--- src/rtl/mul_mant_iter.sv ---
// Iterative radix-2 shift-add mantissa multiplier with a leading-one count for the normaliser.
// Optional MUL_STICKY_EN adds o_sticky, the OR of the product bits below the result window.
module mul_mant_iter #(
   parameter int SIZE_DATA = 24,
   parameter int SIZE_LOPD = 5
) (
   input  logic                 i_clk,
   input  logic                 i_rst,
   input  logic                 i_valid,
   output logic                 o_ready,
   input  logic [SIZE_DATA-1:0] i_mant_a,
   input  logic [SIZE_DATA-1:0] i_mant_b,
   output logic                 o_valid,
   input  logic                 i_ready,
   output logic [SIZE_DATA-1:0] o_mantissa,
   output logic                 o_overflow,
   output logic                 o_zero_flag,
   output logic [SIZE_LOPD-1:0] o_one_position
`ifdef MUL_STICKY_EN
   ,
   output logic                 o_sticky
`endif
);

   localparam int N  = SIZE_DATA;
   localparam int CW = $clog2(SIZE_DATA + 1);

   typedef enum logic [1:0] {IDLE, BUSY, NORM, DONE} state_t;

   state_t             state_q, state_d;
   logic [N-1:0]       a_q, a_d;
   logic [2*N-1:0]     acc_q, acc_d;
   logic [CW-1:0]      cnt_q, cnt_d;
   logic [N-1:0]       mant_q, mant_d;
   logic               ov_q, ov_d;
   logic               zf_q, zf_d;
   logic [SIZE_LOPD-1:0] pos_q, pos_d;
`ifdef MUL_STICKY_EN
   logic               sticky_q, sticky_d;
`endif

   logic [N-1:0]       addend;
   logic [N:0]         sum;
   logic [SIZE_LOPD-1:0] lz;

   // Multiplier b sits in the low half and shifts out LSB-first; partial sums enter from the top.
   always_comb begin
      addend = acc_q[0] ? a_q : '0;
      sum    = {1'b0, acc_q[2*N-1:N]} + {1'b0, addend};
   end

   // Highest set bit wins; an all-zero window saturates at N-1.
   always_comb begin
      lz = SIZE_LOPD'(N - 1);
      for (int i = 0; i < N; i++)
         if (mant_q[i]) lz = SIZE_LOPD'(N - 1 - i);
      if (ov_q) lz = '0;
   end

   always_comb begin
      state_d  = state_q;
      a_d      = a_q;
      acc_d    = acc_q;
      cnt_d    = cnt_q;
      mant_d   = mant_q;
      ov_d     = ov_q;
      zf_d     = zf_q;
      pos_d    = pos_q;
`ifdef MUL_STICKY_EN
      sticky_d = sticky_q;
`endif
      case (state_q)
         IDLE: if (i_valid) begin
            if (i_mant_a == '0 || i_mant_b == '0) begin
               state_d  = DONE;
               zf_d     = 1'b1;
               mant_d   = '0;
               ov_d     = 1'b0;
               pos_d    = '0;
`ifdef MUL_STICKY_EN
               sticky_d = 1'b0;
`endif
            end else begin
               state_d = BUSY;
               a_d     = i_mant_a;
               acc_d   = {{N{1'b0}}, i_mant_b};
               cnt_d   = '0;
            end
         end
         BUSY: begin
            acc_d = {sum, acc_q[N-1:1]};
            cnt_d = cnt_q + 1'b1;
            if (cnt_q == CW'(N - 1)) begin
               state_d  = NORM;
               mant_d   = acc_d[2*N-2:N-1];
               ov_d     = acc_d[2*N-1];
               zf_d     = 1'b0;
`ifdef MUL_STICKY_EN
               sticky_d = |acc_d[N-2:0];
`endif
            end
         end
         NORM: begin
            pos_d   = lz;
            state_d = DONE;
         end
         DONE: if (i_ready) state_d = IDLE;
         default: state_d = IDLE;
      endcase
   end

   always_ff @(posedge i_clk or posedge i_rst) begin
      if (i_rst) begin
         state_q  <= IDLE;
         a_q      <= '0;
         acc_q    <= '0;
         cnt_q    <= '0;
         mant_q   <= '0;
         ov_q     <= 1'b0;
         zf_q     <= 1'b0;
         pos_q    <= '0;
`ifdef MUL_STICKY_EN
         sticky_q <= 1'b0;
`endif
      end else begin
         state_q  <= state_d;
         a_q      <= a_d;
         acc_q    <= acc_d;
         cnt_q    <= cnt_d;
         mant_q   <= mant_d;
         ov_q     <= ov_d;
         zf_q     <= zf_d;
         pos_q    <= pos_d;
`ifdef MUL_STICKY_EN
         sticky_q <= sticky_d;
`endif
      end
   end

   assign o_ready        = (state_q == IDLE);
   assign o_valid        = (state_q == DONE);
   assign o_mantissa     = mant_q;
   assign o_overflow     = ov_q;
   assign o_zero_flag    = zf_q;
   assign o_one_position = pos_q;
`ifdef MUL_STICKY_EN
   assign o_sticky       = sticky_q;
`endif

endmodule

--- config.mk ---
export PLATFORM = sky130hd
export DESIGN_NAME = mul_mant_iter
export DESIGN_NICKNAME = d
export VERILOG_FILES = /design/src/rtl/mul_mant_iter.sv
export SDC_FILE = /design/constraint.sdc
export NUM_CORES = 1
export LEC_CHECK = 0
export ABC_AREA = 1
export BUFFER_PORTS_ARGS = -buffer_cell sky130_fd_sc_hd__buf_2
export CAP_MARGIN = 10
export CORE_AREA = 2 2 127 129
export CTS_CLUSTER_DIAMETER = 30
export DETAILED_ROUTE_END_ITERATION = 10
export DIE_AREA = 0 0 129 131
export PLACE_DENSITY = 0.65
export SLEW_MARGIN = 20
export SYNTH_ARGS = -nofsm -noshare
export SYNTH_HDL_FRONTEND = slang
export SYNTH_SLANG_ARGS = --single-unit
--- constraint.sdc ---
create_clock -name i_clk -period 4.7 [get_ports i_clk]
set_clock_uncertainty 0.15 [all_clocks]
set_input_delay 0.47 -clock i_clk [delete_from_list [all_inputs] [get_ports i_clk]]
set_output_delay 0.47 -clock i_clk [all_outputs]
set_load 0.02 [all_outputs]
== Yosys cells after proc, flatten, opt, wreduce, memory -nomap -nowiden ==
Index checks and enable logic that the tools add are counted.
Storage, ports and cells
  ROM bits: 0
  bits in writable memories: 0
  word-level logic and storage cells: 82
  memories: 0
  latch bits: 0
  register bits after elaboration: 110
Operators by class
  div/mod/pow operators: 0
  multiply operators: 0
  bitwise gates (word level): 1
  order comparisons: 0
  equal/unequal tests: 9
  mux-type cells: 51
  shift operators: 0
  reduce and logical (&&, ||, !) cells: 11
  add/sub/neg operators: 2
Operators by type and width (number)
  $mux W5: 27
  $mux W24: 4
  $mux W48: 2
  $pmux W48 S2: 1
  $logic_not A24 Y1: 2
  $pmux W24 S2: 1
  $add A24 B24 Y25: 1
  $pmux W5 S2: 2
  $reduce_and A3 Y1: 4
  $mux W2: 4
  $pmux W2 S4: 1
  $mux W1: 7
  $ne A2 B2 Y1 const B: 3
  $add A5 B1 Y5 const B: 1
  $eq A5 B5 Y1 const B: 1
  $eq A2 B2 Y1 const B: 2
  $ne A2 B1 Y1 const B: 2
  $pmux W1 S2: 2
  $reduce_and A4 Y1: 1
  $reduce_bool A2 Y1: 2
  $eq A2 B1 Y1 const B: 1
  $logic_not A2 Y1: 1
  $logic_or A1 B1 Y1: 1
  $not A1 Y1: 1

== Depth between registers and ports, before layout ==
  depth in word-level cells: 25
  mapped depth: 24
  depth with buffers taken out: 24

== Worst setup path after synthesis ==
Ideal clock, no wire load.
  path type: register to register
  start: register acc_q[0]
  end: register mant_q[21] (netlist: o_mantissa[21])
  data arrival time: 2.471 ns
  clock period less this slack: 2.703 ns
  stages on the path, launching flop included: 16
  required time: 4.467 ns
  path slack: 1.997 ns
  path through: dfrtp_1 > clkbuf_1 > clkbuf_1 > nand2_1 > inv_1 > ha_1 > a21oi_1 > o21a_1 > a21oi_1 > nor2_1 > o21ai_1 > a21boi_0 > o21ai_1 > a21oi_1 > o21ai_0 > o21ai_0
Between the ends
  word-level cells in the longest chain between the ends: 4
Ends and longest elaborated chain
  from (decl): RTL line 32  | logic [2*N-1:0] acc_q, acc_d;
  from (signal assigned): RTL line 116  | acc_q <= '0;
  from (signal assigned): RTL line 128  | acc_q <= acc_d;
  $mux W24: RTL line 48  | addend = acc_q[0] ? a_q : '0;
  $add A24 B24 Y25: RTL line 49  | sum = {1'b0, acc_q[2*N-1:N]} + {1'b0, addend};
  $mux W24: RTL line 93  | if (cnt_q == CW'(N - 1)) begin
  $pmux W24 S2: RTL line 72  | case (state_q)
  to (signal assigned): RTL line 130  | mant_q <= mant_d;
  to (decl): RTL line 34  | logic [N-1:0] mant_q, mant_d;
Every way passes these cells. The select of a mux whose other input is x is not followed.
A chain may end at the register's enable or synchronous reset.

== Worst setup path after layout ==
  start: register acc_q[0]
  end: register mant_q[23] (netlist: o_mantissa[23])
The elaborated chain is that of the path after synthesis.

==> results.md <==
* Placer congestion estimate at a little over 0.9
* Final hold violations at 0
* Compound-cell area share of the yosys netlist at 0.1544
* Bufs on Longest Clock Path at 2
* Placed cell count at between 1000 and 1500
* Net count after synthesis at 898
* Die Area at between 15000 and 20000 sq um
* Top-area cell type share of the netlist area at 0.4486
* Flops & latches, synth at 110
* Pwr Density at between 600 and 700 nW/um^2
* Worst Hold Class: in2async
* Most common cell after layout, fill and taps aside: nand2_1
* Sequential area share after synthesis at 0.4486
* Internal power at 2.554 mW
* Worst Path Class, Setup: reg2reg
* Average size of a mapped cell at 7.519 sq um
* Port-buffer cells at 84
* Synth area leader: dfrtp_1
* Wire length per cell at 13.09 um
* Final Setup Violations at 0
* Slew headroom at 0.3540
* Slew of the pin with the lowest slew margin at between 900 and 1000 ps
* Non-filler instance count after layout at about 1100
* Gate Count Post-Synth at 816
* Net Sw Frac at 0.4551
* Final Cycle Share at 0.7127
* Tmin final at around 3300 ps
* Root Buffer: clkbuf_16
* First-pass GRT wire length at between 20000 and 25000 um
* CTS Buf Count at 9
* FP Rows at 46
* CP required at 4770 ps
* Die W at roughly 130 um
* Post-Syn Area at just over 6000 sq um
* Grt ovf at 0
* Share of cells above drive strength 1 at 0.1229
* Vias in the first global route at between 4000 and 5000
* Resize count post-CTS at 0
* Via Count at around 5300
* Total power at ~4.7 mW
* Most frequent cells in the layout: nand2_1, dfrtp_1, inv_1
* CP startpoint kind: register
* Starting density of the core at 0.3934
* Total Routing Usage GR at 0.1849
* Drt pass-1 iters at 5
* Critical Path End Type: register
* RSZ-0062 raised after global routing: false
* Synth cell types at 36
* Status: completed
* Comb power frac at 0.483
* Core area at ~16000 sq um
* Iteration-0 DRC Markers at slightly above 300
* Ant diodes at 0
* Synth Warn # at 0
* Sequential fraction of design power at 0.341
* Max-cap violations at 0
* CP max FO at 25
* Post-Route WL at approximately 14000 um
* Final ANT Viol Nets at 0
* XOR/XNOR Fraction of Synth Area at 0.009992
* Post-DP Area at around 6700 sq um
* Minimum hold slack at around 54 ps
* Area delta synth->final at 14.31%
* Htree depth at 3
* Antenna violations before repair at 0
* Largest family of logic cells by synthesized area: simple AND/OR/NAND/NOR gates
* Finished Cell Area at 7014 sq um
* Simple-Gate Fraction of Synth Area at 0.2443
* # DRC at 0
* Synth Area in Adders at 0.06240
* Worst-Skew Late Latency at between 300 and 400 ps
* Clk sinks at 110
* Post-CTS Repair Setup Buffers at 0
* NumNets Final at roughly 970
* Largest net degree at the start of global routing at 81
* Synth area leaders: dfrtp_1, nand2_1, o21ai_0
* CTS tree: yes
* Max Fclk at ~0.30 GHz
* Worst R2R Setup Slack at approximately 1400 ps
* Die height at roughly 130 um
* Clk pin slew, worst setup/hold paths at roughly 70 ps
* IO Pins at 85
* Setup tns final at 0 ps
* # hold bufs at CTS at 0
* Detailed placement HPWL at between 10000 and 15000 um
* Via density at between 4 and 5
* Max Slew Vio Count at 0
* Maximum vdd drop at approximately 0.26 mV
* Worst path arrival time at between 3000 and 4000 ps
* P_sw at approximately 2.1 mW
* Mux contribution to synthesized area at 0
* Clock Power Share at 0.176
* LEAKAGE at between 3 and 4 nW
critical path: stages, from the launching register on:
cell	delay (ps)
dfrtp_1	860
nand2_1	110
inv_1	120
ha_1	230
nand3_1	80
nand3_1	130
nand2_1	120
a21oi_1	80
nor2_1	180
o21ai_1	140
a21oi_1	280
o21ai_0	160
o21ai_0	430
o21ai_0	140
cell type report:
| class | count | area, sq um |
|---|---|---|
| clock buffer | 12 | 246.5 |
| clock inverter | 3 | 68.82 |
| fill | 1601 | 8583 |
| inverter | 88 | 335.3 |
| multi-input combinational | 586 | 2890 |
| sequential | 110 | 2753 |
| tap | 216 | 270.3 |
| timing repair buffer | 88 | 450.4 |
through the flow:
step	setup slack [ps]	util
after floorplan	1178	-
after global routing	887.2	0.4497
after global placement	1389	0.4293
after detailed placement	1383	0.4293
after CTS	1355	0.4495
final	1350	0.4497
routing by layer:
metal | part of all wire | wire length, um | vias to the layer above | global-route usage
met5 | 0 | 0 | - | 0
met4 | 0.016 | 237 | 0 | 0.06905
met3 | 0.045 | 647 | 12 | 0.02239
met2 | 0.41 | 5923 | 118 | 0.2614
met1 | 0.53 | 7629 | 2387 | 0.2881
li1 | - | - | 2794 | -
sequential cells by signal, summed over array words and instances (netlist names):
register and count:
acc_q 48, a_q 24, o_mantissa 24, cnt_q 5
o_one_position 5, state_q 2, o_overflow 1, o_zero_flag 1
cell usage after synthesis:
library cell and count:
o311ai_0 1, a21o_1 1, fa_1 1, or2_0 1
ha_1 29, o21a_1 1, nand2_1 275, o21ai_0 82
o31ai_1 5, nor2_1 57, o211ai_1 2, buf_2 7
xor2_1 7, a211oi_1 1, inv_1 86, o21bai_1 1
clkbuf_1 18, dfrtp_1 110, buf_4 3, nor4_1 7
nor3_1 3, a21oi_2 1, inv_2 2, a41oi_1 1
a31oi_1 24, o21ai_1 5, nor4_2 1, a21boi_0 3
buf_1 1, or3_1 1, nand3_1 18, nand3_2 1
a21oi_1 46, or2_2 2, buf_6 3, nand4_1 9
power groups by stage:
| stage | combinational, mW | clock [mW] | sequential (mW) |
|---|---|---|---|
| after CTS | 2.29 | 0.845 | 1.60 |
| final | 2.26 | 0.823 | 1.60 |
| after floorplan | 1.71 | 0 | 1.63 |
| after global routing | 2.65 | 0.877 | 1.66 |
| after detailed placement | 2.28 | 0 | 1.61 |
| after global placement | 2.26 | 0 | 1.61 |
worst paths after layout:
path / from / endpoint / cells after the start
setup / recovery: acc_q[0] / o_mantissa[23] / 13
hold / removal: i_rst / a_q[23] / 2
setup reg to reg: acc_q[0] / o_mantissa[23] / 13
hold reg to reg: a_q[6] / a_q[6] / 2
max in group asynchronous: i_rst / a_q[4] / 3
min in group i_clk: i_mant_a[6] / a_q[6] / 3
cell families (layout without fill, tap and decap cells):
logic type	after synthesis	in the layout
xor gates and xnor gates	7	7
buffers and inverters	120	191
adders and majority gates	30	30
DFF	110	110
and+or+nand+nor	375	375
AOI/OAI and AO/OA	174	174
(Power assumes the default switching activity.)
